===== src/rtl/instr_fetch.sv =====
// instr_fetch: PC register, credit-limited in-order imem requests and a 2-entry decode FIFO.
// Redirects flush the FIFO and drop responses of in-flight wrong-path fetches.
module instr_fetch #(
    parameter int INSTR_W = 32
) (
    input  logic               clk,
    input  logic               rst,
    input  logic [7:0]         pc_next,
    input  logic               is_jump,
    output logic [7:0]         pc,
    output logic               imem_req_valid,
    input  logic               imem_req_ready,
    output logic [7:0]         imem_addr,
    input  logic               imem_rsp_valid,
    input  logic [INSTR_W-1:0] imem_rsp_data,
    output logic               if_valid,
    input  logic               if_ready,
    output logic [7:0]         if_pc,
    output logic [INSTR_W-1:0] if_instr
);
    logic [1:0]         outstanding, drop_cnt, fifo_count;
    logic [1:0]         qp, fp, out_next;
    logic               fire, take, pop;
    logic [7:0]         q_pc [2];
    logic [7:0]         f_pc [2];
    logic [INSTR_W-1:0] f_instr [2];

    assign if_valid  = fifo_count != 2'd0;
    assign imem_addr = pc;
    assign if_pc     = f_pc[0];
    assign if_instr  = f_instr[0];

    // live in-flight entries are outstanding minus those already marked for dropping
    always_comb begin
        imem_req_valid = !rst && !is_jump && ({1'b0, outstanding} + {1'b0, fifo_count} < 3'd2);
        fire = imem_req_valid & imem_req_ready;
        take = imem_rsp_valid && drop_cnt == 2'd0;
        pop = if_valid & if_ready;
        qp = outstanding - drop_cnt - {1'b0, take};
        fp = fifo_count - {1'b0, pop};
        out_next = outstanding + {1'b0, fire} - {1'b0, imem_rsp_valid};
    end

    always_ff @(posedge clk or posedge rst) begin
        if (rst) begin
            pc          <= 8'h00;
            outstanding <= 2'd0;
            drop_cnt    <= 2'd0;
            fifo_count  <= 2'd0;
        end else begin
            pc          <= (fire || is_jump) ? pc_next : pc;
            outstanding <= out_next;
            drop_cnt    <= is_jump ? out_next : drop_cnt - {1'b0, imem_rsp_valid && drop_cnt != 2'd0};
            fifo_count  <= is_jump ? 2'd0 : fp + {1'b0, take};
        end
    end

    // shift-register queues: entry 0 is always the head
    always_ff @(posedge clk) begin
        q_pc[0]    <= (fire && qp == 2'd0) ? pc : (take ? q_pc[1] : q_pc[0]);
        q_pc[1]    <= (fire && qp == 2'd1) ? pc : q_pc[1];
        f_pc[0]    <= (take && fp == 2'd0) ? q_pc[0] : (pop ? f_pc[1] : f_pc[0]);
        f_instr[0] <= (take && fp == 2'd0) ? imem_rsp_data : (pop ? f_instr[1] : f_instr[0]);
        f_pc[1]    <= (take && fp == 2'd1) ? q_pc[0] : f_pc[1];
        f_instr[1] <= (take && fp == 2'd1) ? imem_rsp_data : f_instr[1];
    end
endmodule


===== config.mk =====
export PLATFORM = sky130hd
export DESIGN_NAME = instr_fetch
export DESIGN_NICKNAME = d
export VERILOG_FILES = /design/src/rtl/instr_fetch.sv
export SDC_FILE = /design/constraint.sdc
export NUM_CORES = 1
export LEC_CHECK = 0
export BUFFER_PORTS_ARGS = -buffer_cell sky130_fd_sc_hd__buf_2
export CORE_ASPECT_RATIO = 0.6
export CORE_MARGIN = 8
export CORE_UTILIZATION = 54
export CTS_CLUSTER_SIZE = 24
export DETAILED_ROUTE_END_ITERATION = 10
export HOLD_SLACK_MARGIN = 0.03
export PLACE_DENSITY = 0.85
export SLEW_MARGIN = 30
export SYNTH_ARGS = -nofsm -noshare
export SYNTH_HDL_FRONTEND = slang
export SYNTH_SLANG_ARGS = --single-unit

===== constraint.sdc =====
create_clock -name clk -period 6.2 [get_ports clk]
set_clock_uncertainty 0.2 [all_clocks]
set_input_delay 0.62 -clock clk [delete_from_list [all_inputs] [get_ports clk]]
set_output_delay 0.62 -clock clk [all_outputs]
set_load 0.02 [all_outputs]

==> results of run 1 <==
[Yosys cell counts]
library cell   n
xor2_1         1
ha_1           7
edfxtp_1      96
nor3_1         2
nor2_2         1
nor2_1         4
nor2b_1        1
nand3_2        1
nand2_2        1
mux2_4        39
and2_1         1
a21oi_2        1
and2b_2        1
or3_1          1
nor4_1         1
buf_12         4
fa_1           2
buf_4         48
inv_1          9
dfrtp_1       14
or2_2          1
xnor2_1        7
nand2_1        4
buf_6          1
and3b_1        1
o21ai_0        2
clkbuf_1       1
nand2b_1       1
mux2_2        17
[metrics by stage]
step | setup slack (ns) | hold WS [ns]
global route | 2.75 | 0.178
detailed placement | 2.75 | 0.248
finish | 2.90 | 0.140
floorplan | 1.45 | 0.227
global placement | 2.89 | 0.242
CTS | 2.73 | 0.143
[cells by family (layout without fill, tap and decap cells)]
| group | Yosys count | after routing |
|---|---|---|
| adders and majority gates | 9 | 9 |
| AOI/OAI and AO/OA | 3 | 3 |
| and+or+nand+nor | 21 | 21 |
| xor gates and xnor gates | 8 | 8 |
| muxes | 56 | 56 |
| buffers and inverters | 63 | 130 |
| DFF | 110 | 110 |
[worst max-delay path, delay by kind of cell (launching register included)]
kind | cells | cell delay (ns)
adder cells (fa/ha/maj) | 1 | 0.19
multiplexers | 1 | 0.39
XOR/XNOR | 1 | 0.33
buffers and inverters | 1 | 0.52
flip-flops | 1 | 0.42
AND/OR/NAND/NOR | 3 | 1.00
[layout make-up]
| type | count | area share |
|---|---|---|
| clock buffer | 11 | 0.0435 |
| clock inverter | 5 | 0.0110 |
| inverter | 9 | 0.00631 |
| multi-input combinational | 97 | 0.210 |
| sequential | 110 | 0.604 |
| tap | 112 | 0.0262 |
| timing repair buffer | 105 | 0.0991 |
[sequential cells by signal, summed over array words and instances (netlist names)]
name and count:
q_pc 16, f_instr 64, drop_cnt 2, imem_addr 8, fifo_count 2, outstanding 2, f_pc 16
[report_power, final]
| part | leakage, µW | internal, µW | switching [µW] | total, µW |
|---|---|---|---|---|
| logic | 0.00105 | 348 | 507 | 855 |
| clock network | 0.000136 | 314 | 249 | 563 |
| registers | 0.00105 | 1070 | 86.4 | 1160 |
[worst max-delay path by stage]
stage | cells after the start | startpoint | to | slack, ns
6_report | 7 | fifo_count[1]$_DFF_PP0_ | f_instr[0][31]$_DFFE_PP_ | 2.90
5_1_grt | 7 | fifo_count[1]$_DFF_PP0_ | f_instr[0][31]$_DFFE_PP_ | 2.75
4_1_cts | 6 | fifo_count[1]$_DFF_PP0_ | f_instr[0][5]$_DFFE_PP_ | 2.73
3_5_place_dp | 6 | fifo_count[1]$_DFF_PP0_ | f_instr[0][11]$_DFFE_PP_ | 2.75
3_3_place_gp | 6 | fifo_count[1]$_DFF_PP0_ | f_instr[0][8]$_DFFE_PP_ | 2.89
2_1_floorplan | 5 | fifo_count[1]$_DFF_PP0_ | f_instr[0][32]$_DFFE_PP_ | 1.45
[routing by layer]
| layer | GRT usage | vias to the layer above | wire, µm |
|---|---|---|---|
| met1 | 0.171 | 1080 | 3750 |
| met2 | 0.203 | 75 | 3540 |
| met5 | 0 | - | 11 |
| met4 | 0.0412 | 2 | 90 |
| met3 | 0.0552 | 12 | 521 |
| li1 | - | 1051 | - |
==> flow_summary.yaml, run 1 <==
clock_tree:
  cts_buffer_depth: 2
  numCtsBuffers: 9
  clkTransAtPathRegs_ns: 0.07
  cts_hold_buf: 0
  post_cts_buffers: 0
  htreeDepth: 3
  cts_sinks: 110
  clock_latency_ns: 0.34
  cts_tree: "done"
  cts-root-buf: "clkbuf_16"
  post_cts_resized: 0
logic_synthesis:
  yosys.area_share.simple: 0.0243
  synth_top_area_frac: 0.596
  ys_seq_area_frac: 0.669
  ys_ff_latch: 110
  synth-compound-area-share: 0.00388
  yosys.area.top_type: "edfxtp_1"
  synthMuxAreaShare: 0.161
  synthXorXnorAreaFrac: 0.0145
  synth_adder_area_share: 0.0264
  synthCells: 270
  yosys_warnings: 0
  synth_top_family_by_area: "multiplexers"
  synthTopCellsByArea: "edfxtp_1, mux2_4, buf_4"
  yosysUniqueCellTypes: 29
  avgSynthCellArea_um2: 17.9
  synth_nets: 325
  synth_area_um2: 4830
floorplan:
  fp.dieH_um: 89.3
  rows: 26
  initial_utilization: 0.563
  dieArea_um2: 12300
  boundaryPins: 104
  coreArea_um2: 8590
  die_width_um: 138
final_layout:
  nets: 387
  layout_commonest_cell: "buf_2"
  fin_area_um2: 5350
  multi_input_area_um2: 1120
  final_cell_mix: "buf_2, edfxtp_1, mux2_4"
  drive_gt1_frac: 0.546
  fin_util: 0.623
  seq_area_um2: 3230
  fill_cells: 653
  diodes: 0
  areaGrowthSynthToFinish_pct: 10.8
  final_cell_count_no_fill: 449
run_status:
  status: "completed"
global_route:
  antenna_found_initial: 1
  grt_max_degree: 41
  grt_remaining_overflow: 0
  grt_usage: 0.133
  grt_pass1_wl_mm: 12.7
  grt_pass1_vias: 2427
pwr:
  power.density_nw_per_um2: 481
  peakVddDrop_uv: 344
  power_uw: 2580
  p_leak_uw: 0.00224
placement:
  portBuffers: 103
  placed_area_um2: 5060
  place_inst: 433
  dp_hpwl_mm: 5.82
  routabilityCongestion: 0.795
route:
  wl_per_cell_um: 17.6
  drtPass1Iterations: 5
  routed_wl_mm: 7.91
  drt-vias-per-instance: 4.94
  vias: 2220
  route.detailed.drc: 0
  drt_iter0_drc: 129
  postRouteAntennaNets: 0
timing:
  min_period_ns: 3.30
  worstMarginPinSlew_ns: 0.661
  grt_setup_unrepaired: "no"
  hold_viol: 0
  setup_viol: 0
  relSlewSlack: 0.558
  final_max_slew_viol_count: 0
  clock.fmax_mhz: 303
  tns_ns: 0
  finalCritPeriodShare: 0.533
setup_path:
  cp.required_ns: 6.10
  rr_startpoint: "fifo_count[1]$_DFF_PP0_"
  critPathArrivalTime_ns: 3.20
  crit_type: "reg -> reg"
  worst_r2r_path_depth: 7
  worstPathCellList: "or2_2 > and2_1 > ha_1 > xor2_1 > or3_2 > buf_4 > mux2_2"
  r2r-end: "f_instr[0][31]$_DFFE_PP_"
  startpoint_type: "flop"
  r2r_setup_slack_ns: 2.90
  path_max_fanout: 27
  critPathCaptureType: "flop"
  cp_slowest_cell: "buf_4"
  cp_slowest_stage_delay_ns: 0.52
worst_hold_path:
  hold_path_class: "in -> async"
flow_run:
  cap_viol_max_count: 0
Power figures use the tool's default switching activity.
==> inputs of run 2 (changes only) <==
==> constraint.sdc (replaced) <==
create_clock -name clk -period 3.14 [get_ports clk]
set_clock_uncertainty 0.2 [all_clocks]
set_input_delay 0.314 -clock clk [delete_from_list [all_inputs] [get_ports clk]]
set_output_delay 0.314 -clock clk [all_outputs]
set_load 0.02 [all_outputs]
==> run 2 against run 1 <==
  * First-iteration DRC count shrank 32%
  * Critical path depth is the same
  * Die area is the same
  * Worst hold slack gained 0.10 ns
  * Fmax grew 13%
  * Clock power grew 100%
  * Cell count grew 9.8%
  * Setup slack lost 2.7 ns
  * Routed wire length grew 5.0%
  * Combinational power grew 110%
  * Clock-buffer cell count shrank 1
  * Critical endpoint is now f_instr[0][18]$_DFFE_PP_
==> flow_summary.yaml, run 2 (same netlist as run 1, synthesis figures left out) <==
setup_path:
  crit_type: "reg -> reg"
  cp.required_ns: 3.04
  startpoint_type: "flop"
  critPathCaptureType: "flop"
  critical_path.endpoint: "f_instr[0][18]$_DFFE_PP_"
  cp_slowest_cell: "or3_2"
  r2r-end: "f_instr[0][18]$_DFFE_PP_"
  cp_slowest_stage_delay_ns: 0.53
  worstPathCellList: "or2_2 > and2_1 > ha_1 > inv_1 > or3_2 > buf_12 > mux2_4"
  worst_r2r_path_depth: 7
  cp-startpoint: "fifo_count[1]$_DFF_PP0_"
  rr_startpoint: "fifo_count[1]$_DFF_PP0_"
  critPathArrivalTime_ns: 2.83
  path_max_fanout: 40
  r2r_setup_slack_ns: 0.21
global_route:
  grt_pass1_vias: 2585
  grt_pass1_wl_mm: 13.3
  grt_remaining_overflow: 0
  antenna_found_initial: 0
  grt_max_degree: 41
  grt_usage: 0.139
floorplan:
  fp.dieH_um: 89.3
  initial_utilization: 0.563
  dieArea_um2: 12300
  boundaryPins: 104
  rows: 26
  die_width_um: 138
  coreArea_um2: 8590
route:
  drt-vias-per-instance: 4.80
  drt_iter0_drc: 88
  postRouteAntennaNets: 0
  routed_wl_mm: 8.31
  vias: 2364
  route.detailed.drc: 0
  drtPass1Iterations: 4
  wl_per_cell_um: 16.8
placement:
  routabilityCongestion: 0.822
  portBuffers: 103
  dp_hpwl_mm: 5.56
  placed_area_um2: 5100
timing:
  hold_viol: 0
  finalCritPeriodShare: 0.934
  worstMarginPinSlew_ns: 0.540
  tns_ns: 0
  clock.fmax_mhz: 341
  final_max_slew_viol_count: 0
  grt_setup_unrepaired: "no"
  setup_viol: 0
  relSlewSlack: 0.640
  whs_ns: 0.240
  min_period_ns: 2.93
final_layout:
  diodes: 0
  drive_gt1_frac: 0.493
  nets: 431
  top_register: "f_instr"
  largest_reg_flops: 64
  areaGrowthSynthToFinish_pct: 20.6
  fill_cells: 595
  fin_area_um2: 5830
  largestRegisters: "f_instr: 64 flops, f_pc: 16 flops, q_pc: 16 flops"
  layout_commonest_cell: "buf_2"
  fin_util: 0.679
  final_cell_mix: "buf_2, edfxtp_1, dlygate4sd3_1"
clock_tree:
  cts-root-buf: "clkbuf_16"
  post_cts_buffers: 0
  numCtsBuffers: 9
  clkTransAtPathRegs_ns: 0.07
  cts_tree: "done"
  cts_buffer_depth: 2
  clock_latency_ns: 0.35
  cts_sinks: 110
  htreeDepth: 3
flow_run:
  cap_viol_max_count: 0
pwr:
  power.density_nw_per_um2: 893
  power_uw: 5210
  p_leak_uw: 0.00244
  peakVddDrop_uv: 415
worst_hold_path:
  hold_path_class: "in -> reg"
run_status:
  status: "completed"
[run 2: critical path, delay by kind of cell (launching register included)]
family | cells | cell delay, ns
fa+ha+maj | 1 | 0.34
flops | 1 | 0.45
mux | 1 | 0.33
simple gates | 3 | 1.03
buf+inv | 2 | 0.32
[run 2: area by class of cell]
type	instances	area [µm²]	area share
clock inverter	6	70.1	0.0120
inverter	9	33.8	0.00579
timing repair buffer	149	991	0.170
clock buffer	10	229	0.0393
multi-input combinational	97	1130	0.194
tap	112	140	0.0240
sequential	110	3230	0.555
[run 2: repair_timing]
| action | CTS | global route |
|---|---|---|
| hold buffers | 42 | 0 |
| gates resized for setup | 0 | 2 |
| endpoints found under the hold margin | 56 | 0 |
| setup endpoints to repair | 0 | 9 |
[run 2: metrics by stage]
step / setup slack (ns) / std cells
2_1_floorplan: -0.379 / 270
3_3_place_gp: 0.267 / 435
3_5_place_dp: 0.186 / 435
4_1_cts: 0.167 / 493
5_1_grt: 0.0635 / 493
6_report: 0.206 / 493
[run 2: worst min-delay path by stage]
stage                         startpoint                       end  slack [ns]  cells after the start
after CTS                 imem_req_ready  imem_addr[5]$_DFFE_PP0P_        0.23                      3
final                     imem_rsp_valid     drop_cnt[0]$_DFF_PP0_        0.24                      4
after global routing      imem_req_ready  imem_addr[5]$_DFFE_PP0P_        0.26                      3
after floorplan                      rst     drop_cnt[0]$_DFF_PP0_       0.003                      1
after detailed placement             rst  outstanding[0]$_DFF_PP0_        0.21                      2
after global placement               rst  outstanding[0]$_DFF_PP0_        0.18                      2
[run 2: report_power, final]
group	total, µW	switching, µW	internal [µW]
clock network	1130	502	624
registers	2280	167	2110
logic	1800	1040	769
total	5210	1710	3500
[run 2: layer usage]
layer	track usage	part of all wire	wire length (µm)
met1	0.164	0.45	3740
met2	0.229	0.48	3950
met3	0.0605	0.064	529
met4	0.0441	0.0095	79
met5	0	0	0
==> inputs of run 3 (changes only) <==
--- a/config.mk
+++ b/config.mk
@@ -13,6 +13,7 @@
 export DETAILED_ROUTE_END_ITERATION = 10
 export HOLD_SLACK_MARGIN = 0.03
 export PLACE_DENSITY = 0.85
+export RECOVER_POWER = 50
 export SLEW_MARGIN = 30
 export SYNTH_ARGS = -nofsm -noshare
 export SYNTH_HDL_FRONTEND = slang
==> run 3 against run 2 <==
  * Cell count did not move
  * Sequential cell count unchanged
  * Clock-buffer cell count stayed put
  * Critical endpoint unchanged
  * Largest cell class unchanged
  * Via count is 0.80% higher
  * First-iteration DRC count down 1.1%
  * Core utilization down 1.4 points
  * Critical path depth unchanged
  * Sequential share of layout area up 1.1 points
  * Critical path type unchanged
==> flow_summary.yaml, run 3 (same netlist as run 1, synthesis figures left out) <==
run_status:
  status: "completed"
setup_path:
  cp.required_ns: 3.04
  critPathCaptureType: "flop"
  critPathArrivalTime_ns: 2.84
  startpoint_type: "flop"
  r2r_setup_slack_ns: 0.20
  path_max_fanout: 40
  crit_type: "reg -> reg"
  worst_r2r_path_depth: 7
timing:
  grt_setup_unrepaired: "no"
  min_period_ns: 2.94
  whs_ns: 0.238
  finalCritPeriodShare: 0.936
  worstMarginPinSlew_ns: 1.02
  clock.fmax_mhz: 340
  final_max_slew_viol_count: 0
  relSlewSlack: 0.322
  setup_viol: 0
  hold_viol: 0
final_layout:
  largestRegisters: "f_instr: 64 flops, f_pc: 16 flops, q_pc: 16 flops"
  fill_cells: 660
  layout_commonest_cell: "edfxtp_1"
  fin_area_um2: 5710
  areaGrowthSynthToFinish_pct: 18.2
  final_cell_mix: "edfxtp_1, clkbuf_1, dlygate4sd3_1"
  drive_gt1_frac: 0.257
  largest_reg_flops: 64
  diodes: 0
  top_register: "f_instr"
  fin_util: 0.665
  nets: 431
pwr:
  p_leak_uw: 0.00219
  power_uw: 5140
  peakVddDrop_uv: 404
  power.density_nw_per_um2: 900
route:
  vias: 2383
  drt_iter0_drc: 87
  drtPass1Iterations: 4
  postRouteAntennaNets: 0
  route.detailed.drc: 0
  drt-vias-per-instance: 4.83
  wl_per_cell_um: 16.8
  routed_wl_mm: 8.28
global_route:
  grt_max_degree: 41
  grt_pass1_vias: 2585
  antenna_found_initial: 0
  grt_pass1_wl_mm: 13.3
  grt_usage: 0.139
  grt_remaining_overflow: 0
clock_tree:
  clkTransAtPathRegs_ns: 0.07
  clock_latency_ns: 0.35
  cts_buffer_depth: 2
  cts-root-buf: "clkbuf_16"
  cts_tree: "done"
  cts_sinks: 110
  post_cts_buffers: 0
  numCtsBuffers: 9
  htreeDepth: 3
placement:
  dp_hpwl_mm: 5.56
  portBuffers: 103
  routabilityCongestion: 0.822
  placed_area_um2: 5100
floorplan:
  die_width_um: 138
  fp.dieH_um: 89.3
  rows: 26
  dieArea_um2: 12300
  boundaryPins: 104
  coreArea_um2: 8590
  initial_utilization: 0.563
worst_hold_path:
  hold_path_class: "in -> reg"
  hold-path-cell-count: 4
flow_run:
  cap_viol_max_count: 0
-- run 3: timing repair --
item / CTS / global route
endpoints found under the hold margin: 56 / 0
gates resized for setup: 0 / 2
setup endpoints to repair: 0 / 9
hold buffers: 42 / 0
-- run 3: cell type report --
cell class | instances | area (µm²) | area share
inverters | 9 | 33.8 | 0.00591
clock buffers | 10 | 229 | 0.0401
repair buffers | 149 | 877 | 0.154
clock inverters | 6 | 70.1 | 0.0123
flip-flops and latches | 110 | 3230 | 0.566
multi-input cells | 97 | 1130 | 0.198
well taps | 112 | 140 | 0.0245
-- run 3: path summary, 6_finish.rpt --
| kind | endpoint | startpoint |
|---|---|---|
| max | f_instr[0][18]$_DFFE_PP_ | fifo_count[1]$_DFF_PP0_ |
| min | drop_cnt[0]$_DFF_PP0_ | imem_rsp_valid |
| max reg2reg | f_instr[0][18]$_DFFE_PP_ | fifo_count[1]$_DFF_PP0_ |
| min reg2reg | f_pc[0][11]$_DFFE_PP_ | q_pc[0][3]$_DFFE_PP_ |
| max in group asynchronous | imem_addr[1]$_DFFE_PP0P_ | rst |
| min in group asynchronous | drop_cnt[0]$_DFF_PP0_ | rst |
-- run 3: per-stage QoR --
stage	TNS, ns	std cells	setup WS [ns]
after floorplan	-15.16	270	-0.379
after global placement	0	435	0.267
after detailed placement	0	435	0.186
after CTS	0	493	0.167
after global routing	0	493	0.0518
final	0	493	0.200
-- run 3: per-layer routing --
| metal | track usage | part of all wire | up-vias |
|---|---|---|---|
| met4 | 0.0441 | 0.0095 | 0 |
| met5 | 0 | 0 | - |
| met1 | 0.164 | 0.45 | 1151 |
| li1 | - | - | 1144 |
| met3 | 0.0605 | 0.062 | 9 |
| met2 | 0.229 | 0.48 | 79 |
-- run 3: worst max-delay path, stage by stage, from the launching register on --
cell	delay, ns
dfrtp_1	0.45
or2_2	0.33
and2_0	0.18
ha_1	0.35
inv_1	0.08
or3_2	0.53
buf_12	0.24
mux2_4	0.33
-- run 3: where the power goes --
part	internal, µW	switching (µW)
logic	691	1030
registers	2110	176
clock network	624	501
